## src/rtl/biquad_mac_sched.sv

```systemverilog
// Time-multiplexed biquad engine: one shared multiplier and accumulator
// step through b0*x, b1*x1, b2*x2, a1*y1, a2*y2 for NCH channels.
module biquad_mac_sched #(
    parameter int WD    = 16,
    parameter int WC    = 10,
    parameter int NCH   = 2,
    parameter int CHW   = $clog2(NCH),
    parameter int ACC_W = 29
) (
    input  logic           clk,
    input  logic           rst,
    input  logic           in_valid,
    output logic           in_ready,
    input  logic [WD-1:0]  in_data,
    input  logic [CHW-1:0] in_ch,
    output logic           out_valid,
    input  logic           out_ready,
    output logic [WD-1:0]  out_data,
    output logic [CHW-1:0] out_ch,
    output logic           ovf,
    input  logic           coef_we,
    input  logic [2:0]     coef_addr,
    input  logic [WC-1:0]  coef_wdata,
    output logic           coef_err,
    output logic           busy
);

    typedef enum logic [1:0] {S_IDLE, S_MAC, S_ROUND, S_OUT} state_t;

    localparam int PW = WD + WC;
    localparam int RW = ACC_W - 7;

    state_t r_state, w_next;

    logic [2:0]              r_step;
    logic signed [WD-1:0]    r_x;
    logic [CHW-1:0]          r_ch;
    logic signed [ACC_W-1:0] r_acc;
    logic signed [WC-1:0]    r_coef [5];
    logic signed [WD-1:0]    r_x1 [NCH];
    logic signed [WD-1:0]    r_x2 [NCH];
    logic signed [WD-1:0]    r_y1 [NCH];
    logic signed [WD-1:0]    r_y2 [NCH];
    logic [WD-1:0]           r_out_data;
    logic [CHW-1:0]          r_out_ch;
    logic                    r_out_valid;
    logic                    r_ovf;
    logic                    r_coef_err;

    logic signed [WD-1:0]    w_dop;
    logic signed [WC-1:0]    w_cop;
    logic signed [PW-1:0]    w_prod;
    logic signed [ACC_W-1:0] w_prod_ext;
    logic [RW-1:0]           w_r;
    logic [RW-WD:0]          w_hi;
    logic                    w_clip;
    logic [WD-1:0]           w_y;

    always_comb begin
        w_dop = r_x;
        w_cop = r_coef[0];
        unique case (r_step)
            3'd1: begin w_dop = r_x1[r_ch]; w_cop = r_coef[1]; end
            3'd2: begin w_dop = r_x2[r_ch]; w_cop = r_coef[2]; end
            3'd3: begin w_dop = r_y1[r_ch]; w_cop = r_coef[3]; end
            3'd4: begin w_dop = r_y2[r_ch]; w_cop = r_coef[4]; end
            default: ;
        endcase
    end

    assign w_prod     = w_dop * w_cop;
    assign w_prod_ext = {{(ACC_W-PW){w_prod[PW-1]}}, w_prod};

    // (acc + 128) >>> 8 == floor(acc / 256) + acc[7]
    assign w_r    = {r_acc[ACC_W-1], r_acc[ACC_W-1:8]}
                  + {{(RW-1){1'b0}}, r_acc[7]};
    assign w_hi   = w_r[RW-1:WD-1];
    assign w_clip = !((&w_hi) || !(|w_hi));
    assign w_y    = w_clip ? {w_r[RW-1], {(WD-1){~w_r[RW-1]}}}
                           : w_r[WD-1:0];

    always_ff @(posedge clk) begin
        if (rst) r_state <= S_IDLE;
        else     r_state <= w_next;
    end

    always_comb begin
        w_next = r_state;
        unique case (r_state)
            S_IDLE:  if (in_valid)     w_next = S_MAC;
            S_MAC:   if (r_step == 3'd4) w_next = S_ROUND;
            S_ROUND: w_next = S_OUT;
            S_OUT:   if (out_ready)    w_next = S_IDLE;
            default: w_next = S_IDLE;
        endcase
    end

    always_ff @(posedge clk) begin
        if (rst) begin
            r_step      <= '0;
            r_x         <= '0;
            r_ch        <= '0;
            r_acc       <= '0;
            r_out_data  <= '0;
            r_out_ch    <= '0;
            r_out_valid <= 1'b0;
            r_ovf       <= 1'b0;
            r_coef_err  <= 1'b0;
            r_coef[0]   <= WC'(256);
            for (int i = 1; i < 5; i++) r_coef[i] <= '0;
            for (int c = 0; c < NCH; c++) begin
                r_x1[c] <= '0;
                r_x2[c] <= '0;
                r_y1[c] <= '0;
                r_y2[c] <= '0;
            end
        end else begin
            r_coef_err <= 1'b0;
            if (coef_we) begin
                if (r_state == S_IDLE && coef_addr < 3'd5)
                    r_coef[coef_addr] <= coef_wdata;
                else
                    r_coef_err <= 1'b1;
            end
            unique case (r_state)
                S_IDLE: if (in_valid) begin
                    r_x    <= in_data;
                    r_ch   <= in_ch;
                    r_step <= '0;
                end
                S_MAC: begin
                    r_step <= r_step + 3'd1;
                    if (r_step == 3'd0)      r_acc <= w_prod_ext;
                    else if (r_step < 3'd3)  r_acc <= r_acc + w_prod_ext;
                    else                     r_acc <= r_acc - w_prod_ext;
                end
                S_ROUND: begin
                    r_out_data  <= w_y;
                    r_out_ch    <= r_ch;
                    r_ovf       <= w_clip;
                    r_out_valid <= 1'b1;
                    r_x2[r_ch]  <= r_x1[r_ch];
                    r_x1[r_ch]  <= r_x;
                    r_y2[r_ch]  <= r_y1[r_ch];
                    r_y1[r_ch]  <= w_y;
                end
                S_OUT: if (out_ready) r_out_valid <= 1'b0;
                default: ;
            endcase
        end
    end

    assign in_ready  = (r_state == S_IDLE);
    assign busy      = (r_state != S_IDLE);
    assign out_valid = r_out_valid;
    assign out_data  = r_out_data;
    assign out_ch    = r_out_ch;
    assign ovf       = r_ovf;
    assign coef_err  = r_coef_err;

endmodule

```

## config.mk

```make
export PLATFORM = sky130hd
export DESIGN_NAME = biquad_mac_sched
export DESIGN_NICKNAME = d
export VERILOG_FILES = /design/src/rtl/biquad_mac_sched.sv
export SDC_FILE = /design/constraint.sdc
export NUM_CORES = 1
export LEC_CHECK = 0
export ABC_AREA = 0
export BUFFER_PORTS_ARGS = -buffer_cell sky130_fd_sc_hd__buf_2
export CAP_MARGIN = 10
export CORE_MARGIN = 2
export CORE_UTILIZATION = 35
export CTS_BUF_LIST = sky130_fd_sc_hd__clkbuf_8
export DETAILED_ROUTE_END_ITERATION = 6
export GPL_ROUTABILITY_DRIVEN = 0
export MAX_ROUTING_LAYER = met4
export PLACE_DENSITY = 0.6
export SLEW_MARGIN = 20
export SYNTH_ARGS = -nofsm -noshare
export SYNTH_HDL_FRONTEND = slang
export SYNTH_SLANG_ARGS = --single-unit
```

## constraint.sdc

```tcl
create_clock -name clk -period 13 [get_ports clk]
set_input_delay 1.95 -clock clk [delete_from_list [all_inputs] [get_ports clk]]
set_output_delay 1.95 -clock clk [all_outputs]
set_load 0.005 [all_outputs]
```

==> impl_metrics.yaml <==
outcome:
  status: "finished, final reports clean"
clocking:
  clk_latency_ns: 0.62
  cts_resized: 0
  cts_tree: "built"
  cts_setup_buffers: 0
  htree_levels: 2
  clk_pin_slew_ns: 0.06
  clock_sinks: 250
  clk_path_buf_depth: 3
  cts-root-buf: "clkbuf_8"
  cts_hold_buf: 0
  cts_inserted_buffers: 46
logic_synthesis:
  async_reset_ff_frac: 0
  yosys_warnings: 0
  synth.avg_cell_area_um2: 9.39
  synth-seq-cells: 250
  synth-edff-count: 178
  synth_nets: 2337
  syn_area_um2: 19400
  yosys_most_used_dff: "edfxtp_1"
  synth_cell_types: 81
  synthCells: 2061
  ys_seq_area_frac: 0.351
global_route:
  antenna_found_initial: 0
  grtUsageTotal: 0.192
  grt_start_max_net_pins: 67
  grt.overflow.total: 0
  grt_pass1_vias: 15200
  grt_pass1_wl_mm: 84.0
run:
  drv_cap: 0
cells_and_area:
  drive_gt1_frac: 0.0950
  final_nets: 2377
  mostFrequentLayoutCells: "257 x nor2_1, 222 x nand2_1, 217 x inv_1, 178 x edfxtp_1, 141 x fa_1"
  area_growth_syn_to_layout_pct: 10.5
  antenna_cells: 0
  final_common_cell: "nor2_1"
  postLayoutCellArea_um2: 21400
routing:
  drt-pass1-iter-count: 5
  drc_errors: 0
  wirelength_mm: 52.7
  vias_per_cell: 5.28
  wl_per_cell_um: 18.5
  ant_nets: 0
  drt_iter0_drc: 975
  vias: 15000
worst_setup_path:
  critical_path_arrival_ns: 11.57
  crit_buf_inv: 5
  r2r_end: "r_acc[28]$_SDFFE_PP0P_"
  ff2ff_setup_slack_ns: 1.95
  r2r_cells: 36
  rr_startpoint: "r_step[2]$_SDFFE_PP0P_"
  cpPeakStageDelay_ns: 0.70
  start_kind: "flop"
  crit_type: "reg -> reg"
  slowest_stage: "dfxtp_1"
  end_kind: "flop"
  critPathTopFamily: "adder cells"
  required_ns: 13.51
  worstPathMaxFanout: 16
  path_depth: 36
floorplan:
  rows: 86
  start_util: 0.353
  core-area_um2: 54900
  ioPinCount: 57
  die_w_um: 239
  dieArea_um2: 57200
  die_h_um: 239
worst_hold_path:
  min_to: "r_x[0]$_SDFFE_PP0P_"
  hold_class: "reg -> reg"
  min-delay-start: "r_x[0]$_SDFFE_PP0P_"
  holdPathStages: 2
sta:
  skew_ns: 0.0369
  min_period_over_period: 0.850
  rsz0062_at_grt: "no"
  setup-violations-final: 0
  timing.fmax_ghz: 0.0905
  worst_pin_slew_ns: 1.15
  timing.slew.headroom: 0.227
  fin_tns_setup_ns: 0
  hold_viol: 0
  finalCriticalPeriod_ns: 11.05
  drv_slew: 0
placement:
  placed_area_um2: 20400
  dpl.hpwl_mm: 38.2
  port_buffers: 56
==> kinds of logic after synthesis <==
group                    Yosys count  share of synthesized area
AND/OR/NAND/NOR                  763                      0.183
AO/OA/AOI/OAI                    365                      0.126
buffers and inverters            296                     0.0576
flip-flops                       250                      0.351
adder cells (fa/ha/maj)          241                      0.210
XOR/XNOR                          84                     0.0384
multiplexers                      62                     0.0333
==> synthesized netlist by cell type (all sizes together), types with 4 or more instances <==
master	n	share of area
a21o	21	0.0081
nor3	20	0.0052
a31o	4	0.0018
mux2i	52	0.027
a31oi	19	0.0061
o21ai	72	0.019
o31a	5	0.0023
nor4b	5	0.0026
o21a	11	0.0043
a221oi	10	0.0045
and3	31	0.010
o22a	5	0.0023
o211ai	12	0.0049
a22oi	30	0.012
nand3	41	0.011
xor2	32	0.014
mux2	9	0.0052
nor4	6	0.0019
o31ai	9	0.0037
nand4	7	0.0023
ha	100	0.065
buf	14	0.0029
edfxtp	178	0.28
or2	12	0.0039
fa	141	0.15
or3	11	0.0038
nor2	258	0.050
dfxtp	72	0.074
and2	85	0.027
a211oi	22	0.0092
a311oi	11	0.0050
clkbuf	78	0.015
nand2	223	0.043
a21oi	84	0.022
nand2b	32	0.010
o22ai	12	0.0039
inv	203	0.039
nor2b	24	0.0081
xnor2	52	0.024
==> metrics by stage <==
step           hold slack (ns)  utilization  instances  setup WS, ns
6_report                 0.461        0.390       2841          1.95
3_5_place_dp             0.452        0.372       2757          2.07
5_1_grt                  0.470        0.390       2841          1.29
2_1_floorplan            0.436            -       2061          3.37
4_1_cts                  0.460        0.389       2841          1.96
3_3_place_gp             0.445        0.372       2757          2.23
==> flip-flops by register name, summed over array words and instances, names as in the netlist, 2 cells and up, named ones only <==
signal    cells
r_y2         32
r_x          16
r_acc        29
r_coef       50
r_x2         32
r_x1         32
r_step        3
r_state       2
r_y1         32
out_data     16
==> layout make-up <==
class                      instances  area [µm²]
clock buffer                      53         729
clock inverter                    31         189
fill                            5476       33500
inverter                         204         766
multi-input combinational       1515       11500
sequential                       250        6790
tap                              704         881
timing repair buffer              84         490
==> layer usage <==
layer / GRT usage / up-vias / share of wire
li1: - / 7124 / -
met1: 0.247 / 7424 / 0.44
met2: 0.309 / 364 / 0.48
met3: 0.0256 / 93 / 0.047
met4: 0.0688 / 0 / 0.031
met5: - / - / 0
==> worst register-to-register path, delay by kind of cell, from the launching register on <==
kind / cells / cell delay, ns
buffers and inverters: 5 / 1.07
adder cells (fa/ha/maj): 8 / 3.64
AND/OR/NAND/NOR: 7 / 1.83
flip-flops: 1 / 0.70
XOR/XNOR: 2 / 0.43
AO/OA/AOI/OAI: 14 / 3.29
==> how the worst max path moves through the flow <==
| stage | startpoint | slack (ns) | end |
|---|---|---|---|
| floorplan | r_step[0]$_SDFFE_PP0P_ | 3.37 | r_acc[28]$_SDFFE_PP0P_ |
| global placement | r_step[2]$_SDFFE_PP0P_ | 2.23 | r_acc[28]$_SDFFE_PP0P_ |
| detailed placement | r_step[2]$_SDFFE_PP0P_ | 2.07 | r_acc[28]$_SDFFE_PP0P_ |
| CTS | r_step[2]$_SDFFE_PP0P_ | 1.96 | r_acc[28]$_SDFFE_PP0P_ |
| global route | r_step[2]$_SDFFE_PP0P_ | 1.29 | r_acc[28]$_SDFFE_PP0P_ |
| finish | r_step[2]$_SDFFE_PP0P_ | 1.95 | r_acc[28]$_SDFFE_PP0P_ |
Power is left out: the tool's default activity adds up to more than one toggle a clock period on the data nets, which glitch-free logic cannot reach.
